$ cat src/rtl/armleocpu_fetch_queue.sv
// rtl/armleocpu_fetch_queue.sv - prefetching fetch unit with DEPTH-entry instruction queue

`ifndef CACHE_CMD_NONE
`define CACHE_CMD_NONE 4'd0
`endif
`ifndef CACHE_CMD_EXECUTE
`define CACHE_CMD_EXECUTE 4'd1
`endif
`ifndef CACHE_CMD_FLUSH_ALL
`define CACHE_CMD_FLUSH_ALL 4'd4
`endif
`ifndef CACHE_RESPONSE_SUCCESS
`define CACHE_RESPONSE_SUCCESS 4'd0
`endif
`ifndef DEBUG_CMD_WIDTH
`define DEBUG_CMD_WIDTH 4
`endif
`ifndef DEBUG_CMD_READ_PC
`define DEBUG_CMD_READ_PC 4'd1
`endif
`ifndef DEBUG_CMD_JUMP
`define DEBUG_CMD_JUMP 4'd2
`endif
`ifndef F2E_TYPE_WIDTH
`define F2E_TYPE_WIDTH 1
`endif
`ifndef F2E_TYPE_INSTR
`define F2E_TYPE_INSTR 1'd0
`endif
`ifndef F2E_TYPE_INTERRUPT_PENDING
`define F2E_TYPE_INTERRUPT_PENDING 1'd1
`endif
`ifndef ARMLEOCPU_D2F_CMD_WIDTH
`define ARMLEOCPU_D2F_CMD_WIDTH 2
`endif
`ifndef ARMLEOCPU_D2F_CMD_NONE
`define ARMLEOCPU_D2F_CMD_NONE 2'd0
`endif
`ifndef ARMLEOCPU_D2F_CMD_START_BRANCH
`define ARMLEOCPU_D2F_CMD_START_BRANCH 2'd1
`endif
`ifndef ARMLEOCPU_D2F_CMD_FLUSH
`define ARMLEOCPU_D2F_CMD_FLUSH 2'd2
`endif

module armleocpu_fetch_queue #(
    parameter int DEPTH = 4,
    parameter int STOP_ON_ERROR = 1
) (
    input  logic                                 clk,
    input  logic                                 rst,
    input  logic [31:0]                          reset_vector,

    output logic [3:0]                           c_cmd,
    output logic [31:0]                          c_address,
    input  logic                                 c_done,
    input  logic [3:0]                           c_response,
    input  logic [31:0]                          c_load_data,

    input  logic                                 interrupt_pending,

    input  logic                                 dbg_mode,
    input  logic                                 dbg_cmd_valid,
    input  logic [`DEBUG_CMD_WIDTH-1:0]          dbg_cmd,
    input  logic [31:0]                          dbg_arg0_i,
    output logic [31:0]                          dbg_arg0_o,
    output logic                                 dbg_cmd_ready,
    output logic                                 dbg_pipeline_busy,

    output logic                                 f2d_valid,
    output logic [`F2E_TYPE_WIDTH-1:0]           f2d_type,
    output logic [31:0]                          f2d_instr,
    output logic [31:0]                          f2d_pc,
    output logic [3:0]                           f2d_resp,

    input  logic                                 d2f_ready,
    input  logic [`ARMLEOCPU_D2F_CMD_WIDTH-1:0]  d2f_cmd,
    input  logic [31:0]                          d2f_branchtarget
);

    localparam int PW = $clog2(DEPTH);
    localparam int CW = PW + 1;
    localparam logic [CW-1:0] DEPTH_C = CW'(DEPTH);

    logic [31:0]   q_instr [DEPTH];
    logic [31:0]   q_pc    [DEPTH];
    logic [3:0]    q_resp  [DEPTH];
    logic [PW-1:0] wr_ptr;
    logic [PW-1:0] rd_ptr;
    logic [CW-1:0] count;

    logic [31:0]   next_pc;
    logic [3:0]    out_cmd;
    logic [31:0]   out_addr;
    logic          discard;
    logic          flush_pending;
    logic          halted_err;

    logic          outstanding;
    logic          done_now;
    logic          done_exec;
    logic          done_flush;
    logic          dbg_accept;
    logic          dbg_jump;
    logic          d2f_branch;
    logic          d2f_flush;
    logic          redirect;
    logic          clear_q;
    logic          push;
    logic          pop;
    logic [CW-1:0] count_next;
    logic          halted_next;
    logic          flush_next;
    logic          discard_next;
    logic [31:0]   base_pc;
    logic          slot_free;
    logic          issue_exec;
    logic          issue_flush;

    // Control decisions for this cycle; all "next" values feed both the issue gate and the registers
    always_comb begin
        outstanding = (out_cmd != `CACHE_CMD_NONE);
        done_now    = outstanding && c_done;
        done_exec   = done_now && (out_cmd == `CACHE_CMD_EXECUTE);
        done_flush  = done_now && (out_cmd == `CACHE_CMD_FLUSH_ALL);

        // Debug commands only land while halted with nothing in flight, so a jump never needs discard
        dbg_accept  = dbg_mode && !outstanding && dbg_cmd_valid;
        dbg_jump    = dbg_accept && (dbg_cmd == `DEBUG_CMD_JUMP);

        d2f_branch  = d2f_ready && (d2f_cmd == `ARMLEOCPU_D2F_CMD_START_BRANCH) && !dbg_jump;
        d2f_flush   = d2f_ready && (d2f_cmd == `ARMLEOCPU_D2F_CMD_FLUSH) && !dbg_jump;
        redirect    = d2f_branch || d2f_flush;
        clear_q     = redirect || dbg_jump;

        push        = done_exec && !discard && !clear_q;
        pop         = (count != '0) && d2f_ready && !clear_q;
        count_next  = clear_q ? '0 : (count + CW'(push) - CW'(pop));

        halted_next = clear_q ? 1'b0
                    : (halted_err || ((STOP_ON_ERROR != 0) && push
                                      && (c_response != `CACHE_RESPONSE_SUCCESS)));
        flush_next  = d2f_flush ? 1'b1 : (done_flush ? 1'b0 : flush_pending);

        // A redirect that overtakes an in-flight fetch must swallow its eventual response
        if (redirect && outstanding && !c_done)
            discard_next = 1'b1;
        else if (done_now)
            discard_next = 1'b0;
        else
            discard_next = discard;

        base_pc     = dbg_jump ? dbg_arg0_i : (redirect ? d2f_branchtarget : next_pc);

        slot_free   = !outstanding || done_now;
        issue_flush = slot_free && flush_next && !dbg_mode;
        issue_exec  = slot_free && !flush_next && !halted_next && !dbg_mode
                      && !interrupt_pending && (count_next < DEPTH_C);
    end

    // Control state: pointers, occupancy, program counter, outstanding request and flags
    always_ff @(posedge clk) begin
        if (rst) begin
            wr_ptr        <= '0;
            rd_ptr        <= '0;
            count         <= '0;
            next_pc       <= reset_vector;
            out_cmd       <= `CACHE_CMD_NONE;
            out_addr      <= '0;
            discard       <= 1'b0;
            flush_pending <= 1'b0;
            halted_err    <= 1'b0;
        end else begin
            count         <= count_next;
            halted_err    <= halted_next;
            flush_pending <= flush_next;
            discard       <= discard_next;
            if (clear_q) begin
                wr_ptr <= '0;
                rd_ptr <= '0;
            end else begin
                if (push)
                    wr_ptr <= wr_ptr + 1'b1;
                if (pop)
                    rd_ptr <= rd_ptr + 1'b1;
            end
            next_pc <= issue_exec ? (base_pc + 32'd4) : base_pc;
            if (issue_exec) begin
                out_cmd  <= `CACHE_CMD_EXECUTE;
                out_addr <= base_pc;
            end else if (issue_flush) begin
                out_cmd  <= `CACHE_CMD_FLUSH_ALL;
                out_addr <= base_pc;
            end else if (done_now) begin
                out_cmd  <= `CACHE_CMD_NONE;
            end
        end
    end

    // Queue storage needs no reset; occupancy alone decides what is valid
    always_ff @(posedge clk) begin
        if (!rst && push) begin
            q_instr[wr_ptr] <= c_load_data;
            q_pc[wr_ptr]    <= out_addr;
            q_resp[wr_ptr]  <= c_response;
        end
    end

    // Outputs; the cache command is gated by rst so a reset drops a request immediately
    always_comb begin
        c_cmd             = rst ? `CACHE_CMD_NONE : out_cmd;
        c_address         = out_addr;
        dbg_pipeline_busy = !rst && outstanding;
        dbg_cmd_ready     = !rst && dbg_accept;
        dbg_arg0_o        = next_pc;
        f2d_valid         = !rst && ((count != '0) || (interrupt_pending && !outstanding));
        f2d_type          = (count != '0) ? `F2E_TYPE_INSTR : `F2E_TYPE_INTERRUPT_PENDING;
        f2d_instr         = q_instr[rd_ptr];
        f2d_pc            = q_pc[rd_ptr];
        f2d_resp          = q_resp[rd_ptr];
    end

endmodule

$ cat config.mk
export PLATFORM = sky130hd
export DESIGN_NAME = armleocpu_fetch_queue
export DESIGN_NICKNAME = d
export VERILOG_FILES = /design/src/rtl/armleocpu_fetch_queue.sv
export SDC_FILE = /design/constraint.sdc
export NUM_CORES = 1
export LEC_CHECK = 0
export CAP_MARGIN = 20
export CORE_MARGIN = 5
export CORE_UTILIZATION = 44
export DETAILED_ROUTE_END_ITERATION = 16
export HOLD_SLACK_MARGIN = 0.12
export PLACE_DENSITY = 0.72
export SLEW_MARGIN = 0
export SYNTH_ARGS = -nofsm -noshare
export SYNTH_HDL_FRONTEND = slang
export SYNTH_SLANG_ARGS = --single-unit
$ cat constraint.sdc
create_clock -name clk -period 12.91 [get_ports clk]
set_input_delay 2.582 -clock clk [delete_from_list [all_inputs] [get_ports clk]]
set_output_delay 2.582 -clock clk [all_outputs]
set_load 0.005 [all_outputs]
==> reports/qor.yml <==
outcome:
  outcome: "complete, no violations"
routing:
  ant_nets: 0
  viasPerCell: 5.485
  vias: 9369
  drt_iter0_markers: 709
  routedWlPerCell_um: 22.20
  wl_mm: 37.92
  drc: 0
  first_pass_iters: 5
clock_network:
  hold_buffers: 0
  clk_pin_slew_ps: 60
  htree_levels: 2
  cts_tree: "done"
  post_cts_buffers: 0
  cts_buffers: 37
  cts_resized: 0
  clock-sinks: 350
  clock-root-buffer: "clkbuf_16"
  clockBufferDepth: 3
  clk_latency_ps: 510
setup_path:
  reg2reg_depth: 15
  cp-start-kind: "input port"
  critPathSlowestCell: "nor4b_4"
  crit_fanout: 35
  required_ps: 13300
  cp.arrival_ps: 7590
  end_kind: "register"
  max_stage_delay_ps: 630
  reg2reg_to: "dbg_arg0_o[29]"
  r2r_setup_slack_ps: 8100
  critPathKind: "in2reg"
  crit_chain: "clkdlybuf4s50_1 > buf_4 > inv_1 > nor4_1 > ha_1 > inv_1 > ha_1 > fa_1 > xor3_1 > o211ai_1 > a211o_1 > nor4_2 > nor4b_4 > mux2i_1 > nand3_1"
  r2r_start: "out_cmd[0]"
yosys:
  synth.distinct_cells: 69
  seq_area_frac_synth_pct: 66.67
  synth_largest_area_cell: "edfxtp_1"
  synth.top_cell.area_share_pct: 55.97
  ys.flop_type: "edfxtp_1"
  netlist_area_um2: 14590
  syn_inst: 959
  post-synth-top-count-cell: "edfxtp_1"
  synth_edf_count: 272
  synth_commonest_cells: "edfxtp_1 (272), dfxtp_1 (78), nand2_1 (76)"
  synth_area_per_cell_um2: 15.22
  synthArstFlopShare_pct: 0
  synth_area_leaders: "edfxtp_1 (56%), dfxtp_1 (11%), mux4_2 (10%), mux2i_1 (3.6%), nand2_1 (2.0%)"
  synth_seq_cells: 350
  yosys_warnings: 0
timing:
  rsz0062_at_grt: "false"
  worstMarginPinSlew_ps: 1100
  fin_ws_ps: 5714
  timing.hold.ws_ps: 490.9
  tns_ps: 0
  min_period_over_period_pct: 55.74
  slew_viol_final: 0
  hold_viol: 0
  setup_viol: 0
  timing.slew.headroom_pct: 26.65
  skew_ps: 14.69
  fmax_mhz: 139.0
  period_needed_ps: 7196
global_route:
  grt_overflow_total: 0
  track_usage_pct: 20.35
  grt_pass1_vias: 9576
  grt_max_degree: 69
  antenna_found_initial: 2
  grt_pass1_wl_mm: 57.46
placed_design:
  port_buffers: 282
  dp_hpwl_mm: 25.44
  pre_cts_ws_ps: 5280
  gp_congestion: 0.8878
pwr:
  vdd_ir_drop_max_v: 0.00007609
  p_per_area_nw_per_um2: 136.0
  switchingPower_uw: 583.3
  pwr-share-seq_pct: 49.4
  pwr-share-clk_pct: 39.7
  p_int_uw: 2008
  power_frac_comb_pct: 10.9
  p_leak_uw: 0.006344
  switching_share_pct: 22.51
worst_hold_path:
  min_path_cells: 2
  holdPathEnd: "halted_err"
  hp-start: "halted_err"
  hp-class: "reg2reg"
layout:
  drive_gt1_share_pct: 13.28
  fillers: 2572
  areaGrowthSynthToFinish_pct: 30.58
  fin_nets: 1391
die:
  core_um2: 32620
  num_io_pins: 285
  start_util_pct: 44.74
  die_x_um: 192.1
  rows: 66
  die_area_um2: 36910
  fp.dieH_um: 192.1
job:
  drv_cap: 0
## how the worst max path moves through the flow
stage	from	endpoint	cells after the start
after global routing	d2f_ready	dbg_arg0_o[29]	15
final	d2f_ready	dbg_arg0_o[29]	15
after detailed placement	d2f_ready	dbg_arg0_o[29]	15
after global placement	d2f_ready	dbg_arg0_o[29]	15
after CTS	d2f_ready	dbg_arg0_o[29]	15
after floorplan	dbg_cmd[0]	dbg_arg0_o[9]	18
## kinds of logic (layout without fill, tap and decap cells)
group	after synthesis	count (layout)	share of synthesized area, %
other	1	3	0.02570
AO/OA/AOI/OAI	113	113	4.922
adder cells (fa/ha/maj)	8	8	0.7374
multiplexers	125	125	14.44
AND/OR/NAND/NOR	262	262	9.372
buffers and inverters	76	381	2.289
flip-flops	350	350	66.67
XOR/XNOR	24	24	1.543
## per-stage QoR
stage | utilization [%] | cells | cell area [um2] | power, uW
floorplan | - | 960 | 14600 | 1420
global placement | 54.77 | 1640 | 17870 | 1582
detailed placement | 54.79 | 1641 | 17870 | 1586
CTS | 58.41 | 1707 | 19050 | 2617
global route | 58.42 | 1708 | 19050 | 2695
finish | 58.42 | 1708 | 19050 | 2592
## layout by cell type, fill, tap and decap left out, types with 11 or more instances in the layout
cell	instances
a31oi_1	13
a21oi_1	12
buf_4	17
nand2_1	76
mux4_2	68
clkdlybuf4s50_1	281
nor2_1	60
dfxtp_1	76
inv_1	16
nor3_1	27
mux2i_1	53
o21ai_0	46
xnor2_1	11
nor2b_1	11
clkbuf_16	39
nand3_1	34
edfxtp_1	272
## sequential cells by signal, indices dropped and copies added (netlist names), named ones only
name	cells
count	3
halted_err	1
discard	1
q_resp	16
q_instr	128
q_pc	128
out_cmd	2
flush_pending	1
rd_ptr	2
c_address	32
dbg_arg0_o	32
wr_ptr	2
## cell type report
| type | count | area, um2 | area share, % |
|---|---|---|---|
| well taps | 442 | 553.0 | 2.902 |
| multi-input cells | 534 | 4576 | 24.01 |
| clock buffers | 46 | 1002 | 5.260 |
| flip-flops and latches | 350 | 9737 | 51.10 |
| repair buffers | 299 | 2945 | 15.46 |
| inverters | 16 | 60.06 | 0.3152 |
| clock inverters | 20 | 178.9 | 0.9390 |
| diodes | 1 | 2.502 | 0.01313 |
## critical path: cells and delay by family
family,cells,cell delay [ps]
simple gates,4,1890
buf+inv,4,1260
fa+ha+maj,3,750
compound gates,2,600
mux,1,250
xor+xnor,1,220
## routing by layer
metal	global-route usage, %	part of all wire (%)
met5	0	0.029
met4	4.663	1.9
met3	3.926	7.1
met2	33.47	48
met1	28.37	43
## power by group through the flow
stage / combinational [uW] / clock (uW) / sequential, uW
after floorplan: 126 / 0 / 1290
after global placement: 278 / 0 / 1300
after detailed placement: 281 / 0 / 1300
after CTS: 283 / 1050 / 1280
after global routing: 304 / 1110 / 1280
final: 282 / 1030 / 1280
Note: power is estimated with default switching activity, not from simulation.
